### src/rtl/datapath_control_unit_if.sv
// Control bundle between the hardwired control unit and the
// single-bus datapath: instruction in, strobes and counter out.
interface datapath_control_unit_if #(
  parameter int OP_W  = 5,
  parameter int CNT_W = 16
);
  logic [31:0]      IR;
  logic             Stop;
  logic             Run;
  logic             Clear;
  logic             PCout;
  logic             Zlowout;
  logic             Zhighout;
  logic             MDRout;
  logic             BAout;
  logic             Cout;
  logic             MARin;
  logic             Zin;
  logic             PCin;
  logic             MDRin;
  logic             IRin;
  logic             Yin;
  logic             HIin;
  logic             LOin;
  logic             IncPC;
  logic             Read;
  logic             Write;
  logic             Gra;
  logic             Grb;
  logic             Grc;
  logic             Rin;
  logic             Rout;
  logic [OP_W-1:0]  alu_op;
  logic [CNT_W-1:0] instr_count;

  modport master (
    input  IR, Stop,
    output Run, Clear,
    output PCout, Zlowout, Zhighout,
    output MDRout, BAout, Cout,
    output MARin, Zin, PCin, MDRin,
    output IRin, Yin, HIin, LOin,
    output IncPC, Read, Write,
    output Gra, Grb, Grc, Rin, Rout,
    output alu_op, instr_count
  );

  modport slave (
    output IR, Stop,
    input  Run, Clear,
    input  PCout, Zlowout, Zhighout,
    input  MDRout, BAout, Cout,
    input  MARin, Zin, PCin, MDRin,
    input  IRin, Yin, HIin, LOin,
    input  IncPC, Read, Write,
    input  Gra, Grb, Grc, Rin, Rout,
    input  alu_op, instr_count
  );
endinterface

### src/rtl/datapath_control_unit.sv
// Hardwired Moore control unit for the single-bus datapath.
// Define CU_MULDIV_EN to enable the mul/div execute sequence.
module datapath_control_unit #(
  parameter int              OP_W   = 5,
  parameter int              CNT_W  = 16,
  parameter logic [OP_W-1:0] ADD_OP = 5'b00011
) (
  input logic                 Clock,
  input logic                 Reset,
  datapath_control_unit_if.master bus
);

  typedef enum logic [3:0] {
    RST, T0, T1, T2, T3, T4, T5, T6, T7, HALT
  } state_t;

  state_t           state_q, state_d;
  logic [CNT_W-1:0] count_q, count_d;

  logic [OP_W-1:0] op;
  logic [26:0]     unused_ir;
  logic            is_ld, is_ldi, is_st;
  logic            is_ralu, is_ialu;
  logic            is_md, is_halt, is_nop;
  logic            done;

  logic            pc_out, zlow_out, mdr_out;
  logic            ba_out, c_out;
  logic            mar_in, z_in, pc_in, mdr_in;
  logic            ir_in, y_in;
  logic            inc_pc, rd, wr;
  logic            gra, grb, grc, r_in, r_out;
  logic            run, clr;
  logic [OP_W-1:0] alu_op;
`ifdef CU_MULDIV_EN
  logic            zhigh_out, hi_in, lo_in;
`endif

  assign op        = bus.IR[31:27];
  assign unused_ir = bus.IR[26:0];

  assign is_ld   = (op == 5'b00000);
  assign is_ldi  = (op == 5'b00001);
  assign is_st   = (op == 5'b00010);
  assign is_ralu = op inside {[5'b00011:5'b01010]};
  assign is_ialu = op inside {[5'b01011:5'b01101]};
  assign is_halt = (op == 5'b11011);
`ifdef CU_MULDIV_EN
  assign is_md   = op inside {5'b01110, 5'b01111};
`else
  assign is_md   = 1'b0;
`endif
  // nop, undefined opcodes and disabled mul/div all land here
  assign is_nop  = !(is_ld | is_ldi | is_st | is_ralu |
                     is_ialu | is_md | is_halt);

  // state and retired-instruction counter registers
  always_ff @(posedge Clock or posedge Reset) begin
    if (Reset) begin
      state_q <= RST;
      count_q <= '0;
    end else begin
      state_q <= state_d;
      count_q <= count_d;
    end
  end

  // next state; Stop only matters on an instruction's last step
  always_comb begin
    state_d = state_q;
    done    = 1'b0;
    unique case (state_q)
      RST: state_d = T0;
      T0:  state_d = T1;
      T1:  state_d = T2;
      T2:  state_d = T3;
      T3: begin
        if (is_halt)     state_d = HALT;
        else if (is_nop) done    = 1'b1;
        else             state_d = T4;
      end
      T4:  state_d = T5;
      T5: begin
        if (is_ralu | is_ialu | is_ldi) done = 1'b1;
        else                            state_d = T6;
      end
      T6: begin
        if (is_md) done    = 1'b1;
        else       state_d = T7;
      end
      T7:   done    = 1'b1;
      HALT: state_d = HALT;
      default: state_d = RST;
    endcase
    if (done) state_d = bus.Stop ? HALT : T0;
  end

  // count instructions as they leave fetch; wraps naturally
  always_comb begin
    count_d = count_q;
    if (state_q == T2) count_d = count_q + CNT_W'(1);
  end

  // Moore strobe decode from state and opcode only
  always_comb begin
    pc_out   = 1'b0;
    zlow_out = 1'b0;
    mdr_out  = 1'b0;
    ba_out   = 1'b0;
    c_out    = 1'b0;
    mar_in   = 1'b0;
    z_in     = 1'b0;
    pc_in    = 1'b0;
    mdr_in   = 1'b0;
    ir_in    = 1'b0;
    y_in     = 1'b0;
    inc_pc   = 1'b0;
    rd       = 1'b0;
    wr       = 1'b0;
    gra      = 1'b0;
    grb      = 1'b0;
    grc      = 1'b0;
    r_in     = 1'b0;
    r_out    = 1'b0;
    run      = 1'b0;
    clr      = 1'b0;
    alu_op   = '0;
`ifdef CU_MULDIV_EN
    zhigh_out = 1'b0;
    hi_in     = 1'b0;
    lo_in     = 1'b0;
`endif
    unique case (state_q)
      RST: clr = 1'b1;
      T0: begin
        run    = 1'b1;
        pc_out = 1'b1;
        mar_in = 1'b1;
        inc_pc = 1'b1;
        z_in   = 1'b1;
      end
      T1: begin
        run      = 1'b1;
        zlow_out = 1'b1;
        pc_in    = 1'b1;
        rd       = 1'b1;
        mdr_in   = 1'b1;
      end
      T2: begin
        run     = 1'b1;
        mdr_out = 1'b1;
        ir_in   = 1'b1;
      end
      T3: begin
        run = 1'b1;
        if (is_ralu | is_ialu) begin
          grb   = 1'b1;
          r_out = 1'b1;
          y_in  = 1'b1;
        end else if (is_ld | is_ldi | is_st) begin
          grb    = 1'b1;
          ba_out = 1'b1;
          y_in   = 1'b1;
        end else if (is_md) begin
          gra   = 1'b1;
          r_out = 1'b1;
          y_in  = 1'b1;
        end
      end
      T4: begin
        run  = 1'b1;
        z_in = 1'b1;
        if (is_ralu) begin
          grc    = 1'b1;
          r_out  = 1'b1;
          alu_op = op;
        end else if (is_ialu) begin
          c_out  = 1'b1;
          alu_op = op;
        end else if (is_md) begin
          grb    = 1'b1;
          r_out  = 1'b1;
          alu_op = op;
        end else begin
          c_out  = 1'b1;
          alu_op = ADD_OP;
        end
      end
      T5: begin
        run      = 1'b1;
        zlow_out = 1'b1;
        if (is_ld | is_st) begin
          mar_in = 1'b1;
        end else if (is_md) begin
`ifdef CU_MULDIV_EN
          lo_in = 1'b1;
`endif
        end else begin
          gra  = 1'b1;
          r_in = 1'b1;
        end
      end
      T6: begin
        run = 1'b1;
        if (is_ld) begin
          rd     = 1'b1;
          mdr_in = 1'b1;
        end else if (is_st) begin
          gra    = 1'b1;
          r_out  = 1'b1;
          mdr_in = 1'b1;
        end else if (is_md) begin
`ifdef CU_MULDIV_EN
          zhigh_out = 1'b1;
          hi_in     = 1'b1;
`endif
        end
      end
      T7: begin
        run = 1'b1;
        if (is_ld) begin
          mdr_out = 1'b1;
          gra     = 1'b1;
          r_in    = 1'b1;
        end else begin
          wr = 1'b1;
        end
      end
      HALT: ;
      default: ;
    endcase
  end

  assign bus.Run         = run;
  assign bus.Clear       = clr;
  assign bus.PCout       = pc_out;
  assign bus.Zlowout     = zlow_out;
  assign bus.MDRout      = mdr_out;
  assign bus.BAout       = ba_out;
  assign bus.Cout        = c_out;
  assign bus.MARin       = mar_in;
  assign bus.Zin         = z_in;
  assign bus.PCin        = pc_in;
  assign bus.MDRin       = mdr_in;
  assign bus.IRin        = ir_in;
  assign bus.Yin         = y_in;
  assign bus.IncPC       = inc_pc;
  assign bus.Read        = rd;
  assign bus.Write       = wr;
  assign bus.Gra         = gra;
  assign bus.Grb         = grb;
  assign bus.Grc         = grc;
  assign bus.Rin         = r_in;
  assign bus.Rout        = r_out;
  assign bus.alu_op      = alu_op;
  assign bus.instr_count = count_q;
`ifdef CU_MULDIV_EN
  assign bus.Zhighout    = zhigh_out;
  assign bus.HIin        = hi_in;
  assign bus.LOin        = lo_in;
`else
  assign bus.Zhighout    = 1'b0;
  assign bus.HIin        = 1'b0;
  assign bus.LOin        = 1'b0;
`endif

endmodule

### src/flat_wrapper.sv
// flat-port wrapper written by rule: the top's interface ports become plain ports
module datapath_control_unit_flat 
#(
  parameter int              OP_W   = 5,
  parameter int              CNT_W  = 16,
  parameter logic [OP_W-1:0] ADD_OP = 5'b00011
)
  (Clock, Reset, bus_IR, bus_Stop, bus_Run, bus_Clear, bus_PCout, bus_Zlowout, bus_Zhighout, bus_MDRout, bus_BAout, bus_Cout, bus_MARin, bus_Zin, bus_PCin, bus_MDRin, bus_IRin, bus_Yin, bus_HIin, bus_LOin, bus_IncPC, bus_Read, bus_Write, bus_Gra, bus_Grb, bus_Grc, bus_Rin, bus_Rout, bus_alu_op, bus_instr_count);
  datapath_control_unit_if #(.OP_W(OP_W), .CNT_W(CNT_W)) bus_i ();
  input logic Clock;
  input logic Reset;
  input wire logic [$bits(bus_i.IR)-1:0] bus_IR;
  input wire logic [$bits(bus_i.Stop)-1:0] bus_Stop;
  output wire logic [$bits(bus_i.Run)-1:0] bus_Run;
  output wire logic [$bits(bus_i.Clear)-1:0] bus_Clear;
  output wire logic [$bits(bus_i.PCout)-1:0] bus_PCout;
  output wire logic [$bits(bus_i.Zlowout)-1:0] bus_Zlowout;
  output wire logic [$bits(bus_i.Zhighout)-1:0] bus_Zhighout;
  output wire logic [$bits(bus_i.MDRout)-1:0] bus_MDRout;
  output wire logic [$bits(bus_i.BAout)-1:0] bus_BAout;
  output wire logic [$bits(bus_i.Cout)-1:0] bus_Cout;
  output wire logic [$bits(bus_i.MARin)-1:0] bus_MARin;
  output wire logic [$bits(bus_i.Zin)-1:0] bus_Zin;
  output wire logic [$bits(bus_i.PCin)-1:0] bus_PCin;
  output wire logic [$bits(bus_i.MDRin)-1:0] bus_MDRin;
  output wire logic [$bits(bus_i.IRin)-1:0] bus_IRin;
  output wire logic [$bits(bus_i.Yin)-1:0] bus_Yin;
  output wire logic [$bits(bus_i.HIin)-1:0] bus_HIin;
  output wire logic [$bits(bus_i.LOin)-1:0] bus_LOin;
  output wire logic [$bits(bus_i.IncPC)-1:0] bus_IncPC;
  output wire logic [$bits(bus_i.Read)-1:0] bus_Read;
  output wire logic [$bits(bus_i.Write)-1:0] bus_Write;
  output wire logic [$bits(bus_i.Gra)-1:0] bus_Gra;
  output wire logic [$bits(bus_i.Grb)-1:0] bus_Grb;
  output wire logic [$bits(bus_i.Grc)-1:0] bus_Grc;
  output wire logic [$bits(bus_i.Rin)-1:0] bus_Rin;
  output wire logic [$bits(bus_i.Rout)-1:0] bus_Rout;
  output wire logic [$bits(bus_i.alu_op)-1:0] bus_alu_op;
  output wire logic [$bits(bus_i.instr_count)-1:0] bus_instr_count;
  assign bus_i.IR = bus_IR;
  assign bus_i.Stop = bus_Stop;
  assign bus_Run = bus_i.Run;
  assign bus_Clear = bus_i.Clear;
  assign bus_PCout = bus_i.PCout;
  assign bus_Zlowout = bus_i.Zlowout;
  assign bus_Zhighout = bus_i.Zhighout;
  assign bus_MDRout = bus_i.MDRout;
  assign bus_BAout = bus_i.BAout;
  assign bus_Cout = bus_i.Cout;
  assign bus_MARin = bus_i.MARin;
  assign bus_Zin = bus_i.Zin;
  assign bus_PCin = bus_i.PCin;
  assign bus_MDRin = bus_i.MDRin;
  assign bus_IRin = bus_i.IRin;
  assign bus_Yin = bus_i.Yin;
  assign bus_HIin = bus_i.HIin;
  assign bus_LOin = bus_i.LOin;
  assign bus_IncPC = bus_i.IncPC;
  assign bus_Read = bus_i.Read;
  assign bus_Write = bus_i.Write;
  assign bus_Gra = bus_i.Gra;
  assign bus_Grb = bus_i.Grb;
  assign bus_Grc = bus_i.Grc;
  assign bus_Rin = bus_i.Rin;
  assign bus_Rout = bus_i.Rout;
  assign bus_alu_op = bus_i.alu_op;
  assign bus_instr_count = bus_i.instr_count;
  datapath_control_unit #(.OP_W(OP_W), .CNT_W(CNT_W), .ADD_OP(ADD_OP)) u_core (.Clock(Clock), .Reset(Reset), .bus(bus_i));
endmodule
### config.mk
export PLATFORM = sky130hd
export DESIGN_NAME = datapath_control_unit_flat
export DESIGN_NICKNAME = d
export VERILOG_FILES = /design/src/rtl/datapath_control_unit_if.sv /design/src/rtl/datapath_control_unit.sv /design/src/flat_wrapper.sv
export SDC_FILE = /design/constraint.sdc
export NUM_CORES = 1
export LEC_CHECK = 0
export CAP_MARGIN = 20
export CORE_AREA = 2 2 64 66
export DETAILED_ROUTE_END_ITERATION = 8
export DIE_AREA = 0 0 66 68
export PLACE_DENSITY_LB_ADDON = 0.3
export SLEW_MARGIN = 25
export SYNTH_ARGS = -nofsm -noshare
export SYNTH_HDL_FRONTEND = slang
export SYNTH_SLANG_ARGS = --single-unit
### constraint.sdc
create_clock -name Clock -period 2 [get_ports Clock]
set_input_delay 0.4 -clock Clock [delete_from_list [all_inputs] [get_ports Clock]]
set_output_delay 0.4 -clock Clock [all_outputs]
set_load 0.05 [all_outputs]
# Word level (Yosys, flattened, before mapping)

Cells that the tools add are included.

Output and inout port bits: 45
Word-level logic and storage cells: 83
Register bits: 20
Input port bits: 35

Magnitude comparators: 4
Add/subtract/negate cells: 1
Mux-type cells: 45
Equal/unequal tests: 15
Reduce and logical (&&, ||, !) cells: 8
Bitwise operators: 8

Operators with widths:

| operator                                                                            | number |
|---|---|
| 4-bit case mux with 10 select lines                                                 | 1 |
| 1-bit two-way mux                                                                   | 28 |
| 4-bit two-way mux                                                                   | 5 |
| 16-bit by 1-bit adder with 16-bit output, second input constant                     | 1 |
| 4-bit by 3-bit equality test with 1-bit output, second input constant               | 4 |
| 5-bit two-way mux                                                                   | 3 |
| 5-bit by 4-bit <= comparator with 1-bit output, second input constant               | 2 |
| 1-bit case mux with 2 select lines                                                  | 5 |
| 1-bit case mux with 3 select lines                                                  | 3 |
| 4-bit by 2-bit equality test with 1-bit output, second input constant               | 2 |
| 4-bit equality test, second input constant                                          | 2 |
| 1-bit OR                                                                            | 8 |
| 8-bit OR reduction                                                                  | 1 |
| 5-bit by 1-bit equality test with 1-bit output, second input constant               | 1 |
| 5-bit by 2-bit equality test with 1-bit output, second input constant               | 1 |
| 5-bit equality test, second input constant                                          | 1 |
| 5-bit by 2-bit greater-or-equal comparator with 1-bit output, second input constant | 1 |
| 5-bit by 4-bit greater-or-equal comparator with 1-bit output, second input constant | 1 |
| 5-bit logical NOT                                                                   | 1 |
| 4-bit by 1-bit equality test with 1-bit output, second input constant               | 1 |
| 4-bit logical NOT                                                                   | 1 |
| 4-bit by 1-bit inequality test with 1-bit output, second input constant             | 1 |
| 2-bit OR reduction                                                                  | 2 |
| 3-bit by 2-bit inequality test with 1-bit output, second input constant             | 1 |
| other kinds (3)                                                                     | 4 |

# Longest topological paths before layout

Gate-level depths: netlist (run 1).

Word-level depth: 11
Depth in mapped cells: 6
Gate-level depth less buffers: 5

# Worst setup path after synthesis (run 1)

Ideal clock, no wire load.

Path kind: register to output
Start: reg u_core.state_q[0]
End: out bus_MARin
Stages on the path, launching flop included: 5
Arrival: 3.104 ns
Required time: 1.600 ns
Slack: -1.504 ns
Path through: dfrtp_1 > buf_2 > clkbuf_1 > nor4b_1 > o21bai_1

Cells in the longest elaborated chain, start to end: 2
Elaborated cells on any way between the ends: 3

Ends and longest elaborated chain:

| item                                                                                                                    | line                         | source |
|---|---|---|
| from (decl)                                                                                                             | datapath_control_unit.sv:17  | `state_t state_q, state_d;` |
| from (signal assigned)                                                                                                  | datapath_control_unit.sv:63  | `state_q <= state_d;` |
| 4-bit by 3-bit equality test with 1-bit output / 4-bit by 1-bit equality test with 1-bit output (equally long branches) | datapath_control_unit.sv:133 | `unique case (state_q)` |
| 1-bit case mux with 2 select lines *                                                                                    | datapath_control_unit.sv:133 |  |
| to (decl)                                                                                                               | flat_wrapper.sv:22           | `output wire logic [$bits(bus_i.MARin)-1:0] bus_MARin;` |

Every way passes the cells marked *; elsewhere a longest branch is shown, timed or not.

# Worst setup path in the final report (run 1)

Start: in bus_IR[27]
End: out bus_MDRout

Cells in the longest elaborated chain, start to end: 3

Ends and longest elaborated chain:

| item                               | line                         | source |
|---|---|---|
| from (decl)                        | flat_wrapper.sv:12           | `input wire logic [$bits(bus_i.IR)-1:0] bus_IR;` |
| 5-bit logical NOT                  | datapath_control_unit.sv:42  | `assign is_ld = (op == 5'b00000);` |
| 1-bit two-way mux                  | datapath_control_unit.sv:221 | `if (is_ld) begin` |
| 1-bit case mux with 2 select lines | datapath_control_unit.sv:133 |  |
| to (decl)                          | flat_wrapper.sv:19           | `output wire logic [$bits(bus_i.MDRout)-1:0] bus_MDRout;` |

Every way passes these cells.

==> metrics, run 1 <==
status=finished, violations left; failing checks=setup timing; GR peak layer=met2; ant diodes=0; Die W=66 um; largest net degree at the start of global routing=21; post-detail-place hpwl=roughly 2900 um; final instance area=roughly 0.0026 mm^2; Reg power frac=between 40 and 50%; Final Net Count=260; Synth top cells by count=20 x dfrtp_1, 14 x nand2_1, 13 x nor2_1; Synth Area per Inst=8.82 um^2; critical path class=input pin to primary output; Row Count=23; register area=between 500 and 600 um^2; Max Slew Vio Count=0; fin worst setup slack=-0.143 ns; Max-slew headroom=50.9%; max-cap check violation count=0; first-pass GRT wire length=~6300 um; clk buf depth=2; routed vias=between 1000 and 1500; Data arrival, critical path=approximately 1.7 ns; Vias/cell=5.12; Mapped Cells=between 150 and 200; RSZ-0062 raised after global routing=yes; class of the worst hold path=register to register; Placed Area=between 0.002 and 0.0025 mm^2; # IOs=80; antenna violations before repair=0; port buffer count=48; clock tree from TritonCTS=yes; Synth warnings=0; TritonRoute pass-1 iters=4; Power per Cell Area=354 mW/mm^2; Main synth FF type=dfrtp_1; met1 Usage GRT=19.4%; top cells by area, synth=dfrtp_1 37%, xnor2_1 7.8%, nand2_1 3.9%; # DRC=0; fill cell count=314; CP Capture Type=primary output; routability cong.=slightly below 0.8; flops & latches, synth=20; worst vdd ir=0.298 mV; Total Wirelength=between 3000 and 4000 um; area of the multi-input gates=~920 um^2; Clock Pin Slew Worst Setup and Hold Paths=0.07 ns; Clk Latency, worst-skew pair=between 0.2 and 0.3 ns; CP Launch Type=input pin; placed cells=roughly 260; LEAKAGE=~1.1 nW; Initial DRC Count=38; Critical Path Fanout Max=4; Clock Skew=about 0.0045 ns; final cell count without fillers=~270; Post-CTS Hold Buffers=0; Sw Ratio=a little over a fifth; Fin. Hold Viols=0; CP required=between 1.5 and 2 ns; core area=a little under 0.004 mm^2; GR Util met2=~34%; Clk pwr share=between 40 and 50%; most frequent cell after synthesis=dfrtp_1; gr usage total=between 10% and 20%; antenna viol nets, final=0; Cell Area, Synth=~0.0013 mm^2; fmax=~470 MHz; gr ovfl total=0; number of synthesized flops with an enable pin=0; hold slack=0.490 ns; Final Cycle Share=107%; cts bufs inserted=3; Die ar.=roughly 0.0045 mm^2; switching power=approximately 0.19 mW; Root Driver=clkbuf_8; Cell Int Power=just over 0.7 mW; share of layout cells above drive strength 1=between 40% and 50%; Comb power frac=11.1%; WL per Instance=about 14 um; Clock Sinks=20; die extent in y=between 60 and 70 um; post-synth top area cell=dfrtp_1; via count of the first global-routing pass=~1400; met3 global-route usage=between 3 and 4%; H-Tree Depth=1; post-synthesis sequential area ratio=a little under two fifths; Final Critical Period=2.14 ns; Unique masters post-synth=45; asr flop ratio synth=between 90% and 100%; synthesis-to-finish area growth=90.7%; post-synth top area share=between 30% and 40%; final setup fails=7; Initial Utilization=a little over a third; Least-Margin Pin Slew=0.736 ns
==> power groups by stage <==
stage,clock [mW],combinational (mW),sequential [mW]
after global routing,0.422,0.107,0.404
after floorplan,0,0.0556,0.412
after CTS,0.406,0.0923,0.404
after global placement,0,0.0853,0.412
after detailed placement,0,0.0879,0.412
final,0.401,0.100,0.404
==> state kept, by name, summed over array words and instances, names as in the netlist <==
register	flops
u_core.state_q	4
u_core.bus.instr_count	16
==> critical path, cell delays in order <==
cell and delay (ns):
buf_6 0.09, or4_4 0.56, buf_6 0.14, buf_4 0.12, o31ai_2 0.25, buf_12 0.18
==> per-layer routing <==
metal | routed length [um] | up-vias
met5 | 0 | -
met2 | 2160 | 43
met4 | 64 | 0
li1 | - | 668
met1 | 1420 | 680
met3 | 215 | 7
==> metrics by stage <==
step                      setup TNS, ns  util (%)  power, mW  setup WS (ns)
final                            -0.832      66.3      0.905         -0.143
after global routing              -1.24      66.3      0.933         -0.206
after detailed placement          -4.94      59.9      0.500         -0.505
after CTS                         -1.31      62.9      0.902         -0.208
after global placement            -4.46      59.9      0.497         -0.485
after floorplan                  -0.872         -      0.468         -0.270
==> cell usage in the layout, fill, tap and decap left out, drive strengths merged, types with 2 or more instances in the layout <==
master and instances:
a21oi 5, and2 2, and3 6, buf 61, clkbuf 4, clkdlybuf4s50 16, conb 4, dfrtp 20
inv 6, nand2 14, nand2b 2, nand3 5, nand3b 2, nand4 5, nor2 13, nor2b 2
nor3 4, nor4 4, nor4b 2, o211ai 3, o21ai 3, o31ai 3, or4 2, xnor2 12
xor2 4
==> cells by family after synthesis <==
group | Yosys count | share of synthesized area (%)
and+or+nand+nor | 69 | 29.6
AOI/OAI and AO/OA | 23 | 12.5
DFF | 20 | 37.3
xor gates and xnor gates | 16 | 10.5
adders and majority gates | 1 | 0.934
buffers and inverters | 22 | 8.87
other | 1 | 0.280
==> final cells by class <==
class | count | area share, %
Multi-Input combinational cell | 113 | 36.0
Sequential cell | 20 | 19.8
Tap cell | 50 | 2.45
Inverter | 6 | 0.881
Clock inverter | 1 | 1.18
Clock buffer | 3 | 1.62
Timing Repair Buffer | 80 | 38.1
==> what timing repair did <==
action | CTS | global route
setup buffers | 2 | 6
setup endpoints to repair | 22 | 21
resized for setup | 27 | 20
pin swaps | 6 | 10
==> final timing paths <==
check / start / to / slack, ns / cells past startpoint
max: bus_IR[27] / bus_MDRout / -0.14 / 6
min: u_core.bus.instr_count[15] / u_core.bus.instr_count[15] / 0.49 / 1
max reg2reg: u_core.state_q[3] / u_core.bus.instr_count[14] / 0.21 / 6
min reg2reg: u_core.bus.instr_count[15] / u_core.bus.instr_count[15] / 0.49 / 1
max in group asynchronous: Reset / u_core.state_q[2] / 0.93 / 2
min in group asynchronous: Reset / u_core.bus.instr_count[4] / 0.56 / 2
Note: power is estimated with default switching activity, not from simulation.
==> run 2, diff against run 1 <==
--- a/config.mk
+++ b/config.mk
@@ -5,12 +5,14 @@
 export SDC_FILE = /design/constraint.sdc
 export NUM_CORES = 1
 export LEC_CHECK = 0
+export ABC_AREA = 1
 export CAP_MARGIN = 20
-export CORE_AREA = 2 2 64 66
+export CORE_AREA = 2 2 65 67
 export DETAILED_ROUTE_END_ITERATION = 8
-export DIE_AREA = 0 0 66 68
+export DIE_AREA = 0 0 67 69
 export PLACE_DENSITY_LB_ADDON = 0.3
 export SLEW_MARGIN = 25
 export SYNTH_ARGS = -nofsm -noshare
 export SYNTH_HDL_FRONTEND = slang
 export SYNTH_SLANG_ARGS = --single-unit
+export TNS_END_PERCENT = 100
==> run 2 against run 1 <==
  * The flow now finishes without violations
  * Routed wire length up 13%
  * Final cell count grew 29%
  * First-iteration DRC count grew to 3.1 times the previous value
  * Critical endpoint is now bus_Rout
  * Largest power group unchanged
==> metrics, run 2 <==
Least-Margin Pin Slew=between 0.5 and 0.6 ns; post-detail-place hpwl=3250 um; R2R setup slack=between 0.4 and 0.5 ns; Row Count=23; Max-slew headroom=about two thirds; post-synth top area share=between 30% and 40%; Synth Area in Compound Gates=5.26%; CP required=between 1.5 and 2 ns; post-synthesis sequential area ratio=32.9%; antenna violations before repair=0; asr flop ratio synth=100%; Worst Reg-to-Reg Cells=9; largest family of logic cells by synthesized area=simple AND/OR/NAND/NOR gates; Data arrival, critical path=between 1.5 and 2 ns; share of layout cells above drive strength 1=33.6%; port buffer count=48; Clock Sinks=20; clock tree from TritonCTS=yes; Clock Pin Slew Worst Setup and Hold Paths=approximately 0.070 ns; commonest non-fill, non-tap cell in the layout=nand2_1; post-layout util=65.1%; Slowest-stage cell, CP=dfrtp_2; Die ar.=0.00462 mm^2; xor/xnor share of the synthesized area=5.18%; die extent in y=69 um; status=finished, final reports clean; CP cell instances=inv_4 > nand2_4 > inv_4 > nand2_4 > nor2_2 > nand2_1 > o211ai_1 > clkbuf_16; routed vias=1691; post-synthesis simple-gate area fraction=41.7%; final setup fails=0; CP startpoint=u_core.state_q[3]; CP Capture Type=primary output; fill cell count=about 350; Cell Area, Synth=around 0.0015 mm^2; H-Tree Depth=1; via count of the first global-routing pass=between 1500 and 2000; Final Net Count=roughly 340; Initial DRC Count=between 100 and 150; CP Capture Point=bus_Rout; class of the worst hold path=input pin to async pin; most frequent cells in the layout=70 x nand2_1, 30 x buf_4, 28 x inv_1; clk buf depth=2; Power per Cell Area=roughly 300 mW/mm^2; max FFs per register=16; r2r endpoint=u_core.bus.instr_count[12]; Clk Latency, worst-skew pair=roughly 0.25 ns; # DRC=0; CP Launch Type=register; gr ovfl total=0; Clock Skew=between 0.003 and 0.004 ns; synthesis-to-finish area growth=67.3%; core area=0.00391 mm^2; Synth Area per Inst=6.54 um^2; Root Driver=clkbuf_8; post-synth top area cell=dfrtp_1; Unique masters post-synth=29; mux contribution to synthesized area=0%; # IOs=80; WL per Instance=roughly 12 um; total power=0.754 mW; max-cap check violation count=0; ant diodes=0; LEAKAGE=between 1 and 1.5 nW; post-synthesis adder-cell area fraction=less than 1%; Total Wirelength=about 4300 um; Post-CTS Hold Buffers=0; Vias/cell=4.82; Max Slew Vio Count=0; Die W=67 um; Critical Path Fanout Max=4; Synth top cells by count=75 x nand2_1, 34 x inv_1, 32 x nor2_1; Synth warnings=0; Mapped Cells=233; total negative setup slack=0 ns; antenna viol nets, final=0; RSZ-0062 raised after global routing=yes; critical path class=register to primary output; Fin. Hold Viols=0; fin worst setup slack=roughly 0.022 ns; TritonRoute pass-1 iters=5; worst stage delay on the critical path=~0.45 ns; worst vdd ir=0.310 mV; Final Cycle Share=98.9%; top cells by area, synth=dfrtp_1 33%, nand2_1 18%, inv_1 8.4%; Final Critical Period=1.98 ns; cts bufs inserted=3; fmax=506 MHz; startpoint of the worst register-to-register path=u_core.state_q[3]; Initial Utilization=38.9%; first-pass GRT wire length=7250 um; routability cong.=~0.83; most frequent cell after synthesis=nand2_1; largest net degree at the start of global routing=21; flops & latches, synth=20; gr usage total=approximately 20%; Worst Setup Slack post-DPL=-0.223 ns; Main synth FF type=dfrtp_1; hold slack=~0.46 ns; number of synthesized flops with an enable pin=0
## run 2: worst min path at each step
stage / endpoint / slack (ns)
global placement: u_core.bus.instr_count[15] / 0.52
CTS: u_core.bus.instr_count[10] / 0.47
finish: u_core.bus.instr_count[8] / 0.46
global route: u_core.bus.instr_count[10] / 0.50
floorplan: u_core.bus.instr_count[0] / 0.36
detailed placement: u_core.bus.instr_count[15] / 0.53
## run 2: final cells by class
| type | instances | area, um^2 | area share (%) |
|---|---|---|---|
| repair buffers | 70 | 856 | 33.6 |
| clock buffers | 3 | 41.3 | 1.62 |
| multi-input cells | 170 | 931 | 36.5 |
| well taps | 50 | 62.6 | 2.46 |
| flip-flops and latches | 20 | 502 | 19.7 |
| inverters | 38 | 155 | 6.09 |
## run 2: layer usage
layer / part of all wire (%) / global-route usage, % / vias to the layer above
met5: 0 / 0 / -
met4: 1.6 / 5.90 / 0
met3: 4.2 / 3.75 / 8
met2: 48 / 31.1 / 43
met1: 46 / 27.2 / 792
li1: - / - / 848
## run 2: worst max-delay path, delay by kind of cell, from the launching register on
| family | cells | cell delay [ns] |
|---|---|---|
| AO/OA/AOI/OAI | 1 | 0.12 |
| buffers and inverters | 3 | 0.40 |
| flip-flops | 1 | 0.45 |
| AND/OR/NAND/NOR | 4 | 0.35 |
## run 2: cells by family after synthesis
family / count (synthesis)
and+or+nand+nor: 141
buffers and inverters: 46
DFF: 20
AOI/OAI and AO/OA: 15
xor gates and xnor gates: 9
adders and majority gates: 1
other: 1
## run 2: through the flow
step                instance area [um^2]  std cells
CTS                                 2480        348
finish                              2550        351
global placement                    2350        341
detailed placement                  2350        341
floorplan                           1560        236
global route                        2550        351
## run 2: timing repair
item | CTS | global route
gates resized for setup | 20 | 22
pin swaps | 6 | 7
setup buffers | 4 | 3
setup endpoints to repair | 17 | 16
## run 2: power breakdown
group	switching, mW	internal (mW)
Combinational	0.0561	0.0341
Clock	0.125	0.134
Sequential	0	0.404
Total	0.182	0.572
==> RTL change: new RTL, settings of run 2 <==
`CNT_W` is set to 16 in 3 places; all go to 24.
--- a/src/rtl/datapath_control_unit_if.sv
+++ b/src/rtl/datapath_control_unit_if.sv
@@ -2,7 +2,7 @@
 // single-bus datapath: instruction in, strobes and counter out.
 interface datapath_control_unit_if #(
   parameter int OP_W  = 5,
-  parameter int CNT_W = 16
+  parameter int CNT_W = 24
 );
   logic [31:0]      IR;
   logic             Stop;
--- a/src/rtl/datapath_control_unit.sv
+++ b/src/rtl/datapath_control_unit.sv
@@ -2,7 +2,7 @@
 // Define CU_MULDIV_EN to enable the mul/div execute sequence.
 module datapath_control_unit #(
   parameter int              OP_W   = 5,
-  parameter int              CNT_W  = 16,
+  parameter int              CNT_W  = 24,
   parameter logic [OP_W-1:0] ADD_OP = 5'b00011
 ) (
   input logic                 Clock,
--- a/src/flat_wrapper.sv
+++ b/src/flat_wrapper.sv
@@ -2,7 +2,7 @@
 module datapath_control_unit_flat 
 #(
   parameter int              OP_W   = 5,
-  parameter int              CNT_W  = 16,
+  parameter int              CNT_W  = 24,
   parameter logic [OP_W-1:0] ADD_OP = 5'b00011
 )
   (Clock, Reset, bus_IR, bus_Stop, bus_Run, bus_Clear, bus_PCout, bus_Zlowout, bus_Zhighout, bus_MDRout, bus_BAout, bus_Cout, bus_MARin, bus_Zin, bus_PCin, bus_MDRin, bus_IRin, bus_Yin, bus_HIin, bus_LOin, bus_IncPC, bus_Read, bus_Write, bus_Gra, bus_Grb, bus_Grc, bus_Rin, bus_Rout, bus_alu_op, bus_instr_count);
Interface: changed (resized bus_instr_count); port bits go from 80 to 88. No check against the original RTL was run, so the function may have changed too.
==> RTL change against run 2 <==
- clock skew is 2.1 ps lower
- sequential cell count grew 8
- cell count rose by 28%
- count of clock-buffer cells in the layout is the same
- wire length up 56%
- fmax is 0.87% lower
- global-route usage grew 11 points
- sequential share of layout area rose by 1.3 points
- setup slack worse by 17 ps
- area after synthesis rose by 39%
- die area stayed put
- cell area increased by 31%
Power is left out: it rests on default switching activity, and per cell area and clock period it moved more than threefold.
==> RTL change: results <==
export IMPL_clk_pin_slew_ps=100
export IMPL_cts_resized=33
export IMPL_fillCellCount=219
export IMPL_cts_setup_buffers=1
export IMPL_grtUsageMet3=0.07178
export IMPL_arrival_ps=1600
export IMPL_reg2reg_from="u_core.bus.instr_count[0]"
export IMPL_largest_reg_flops=24
export IMPL_tightestPinTransition_ps=510.6
export IMPL_synth_common_cells="114 x nand2_1, 47 x inv_1, 39 x nor2_1"
export IMPL_grt_use_met1=0.3643
export IMPL_gp_congestion=0.8862
export IMPL_status="finished clean"
export IMPL_port_buffer_count=56
export IMPL_finalClockSkew_ps=1.751
export IMPL_seq_cell_share=0.2097
export IMPL_synth_area_leaders="dfrtp_1 33%, nand2_1 20%, inv_1 8.3%, nor2_1 6.9%, nand3_1 5.4%"
export IMPL_synthAdderAreaFrac=0.005914
export IMPL_nets=436
export IMPL_insertion_delay_ps=290
export IMPL_route_met3_wl_um=493
export IMPL_wl_met2_um=3497
export IMPL_wl_per_cell_um=15.05
export IMPL_critPathSlowestCell="dfrtp_1"
export IMPL_synth_xor_area_frac=0.06209
## RTL change: worst max-delay path, delay by kind of cell (launching register included)
kind / cells / cell delay [ps]
buffers and inverters: 4 / 460
flip-flops: 1 / 440
AND/OR/NAND/NOR: 2 / 310
AO/OA/AOI/OAI: 1 / 100
## RTL change: stage by stage
step	std cells	cell area [sq um]	setup slack, ps	util	hold WS (ps)
finish	449	3347	4.480	0.8552	462.2
global route	449	3347	-51.04	0.8552	511.2
CTS	446	3234	-11.72	0.8264	482.9
detailed placement	441	3058	-216.2	0.7813	510.1
global placement	441	3058	-164.2	0.7813	504.0
floorplan	325	2155	-278.6	-	465.4
## RTL change: worst paths after layout
path / endpoint / slack (ps)
max reg2reg: u_core.bus.instr_count[22] / 310
min: u_core.bus.instr_count[4] / 460
max in group asynchronous: u_core.state_q[2] / 1260
min in group Clock: u_core.bus.instr_count[7] / 520
min reg2reg: u_core.bus.instr_count[7] / 520
max: bus_MDRin / 4
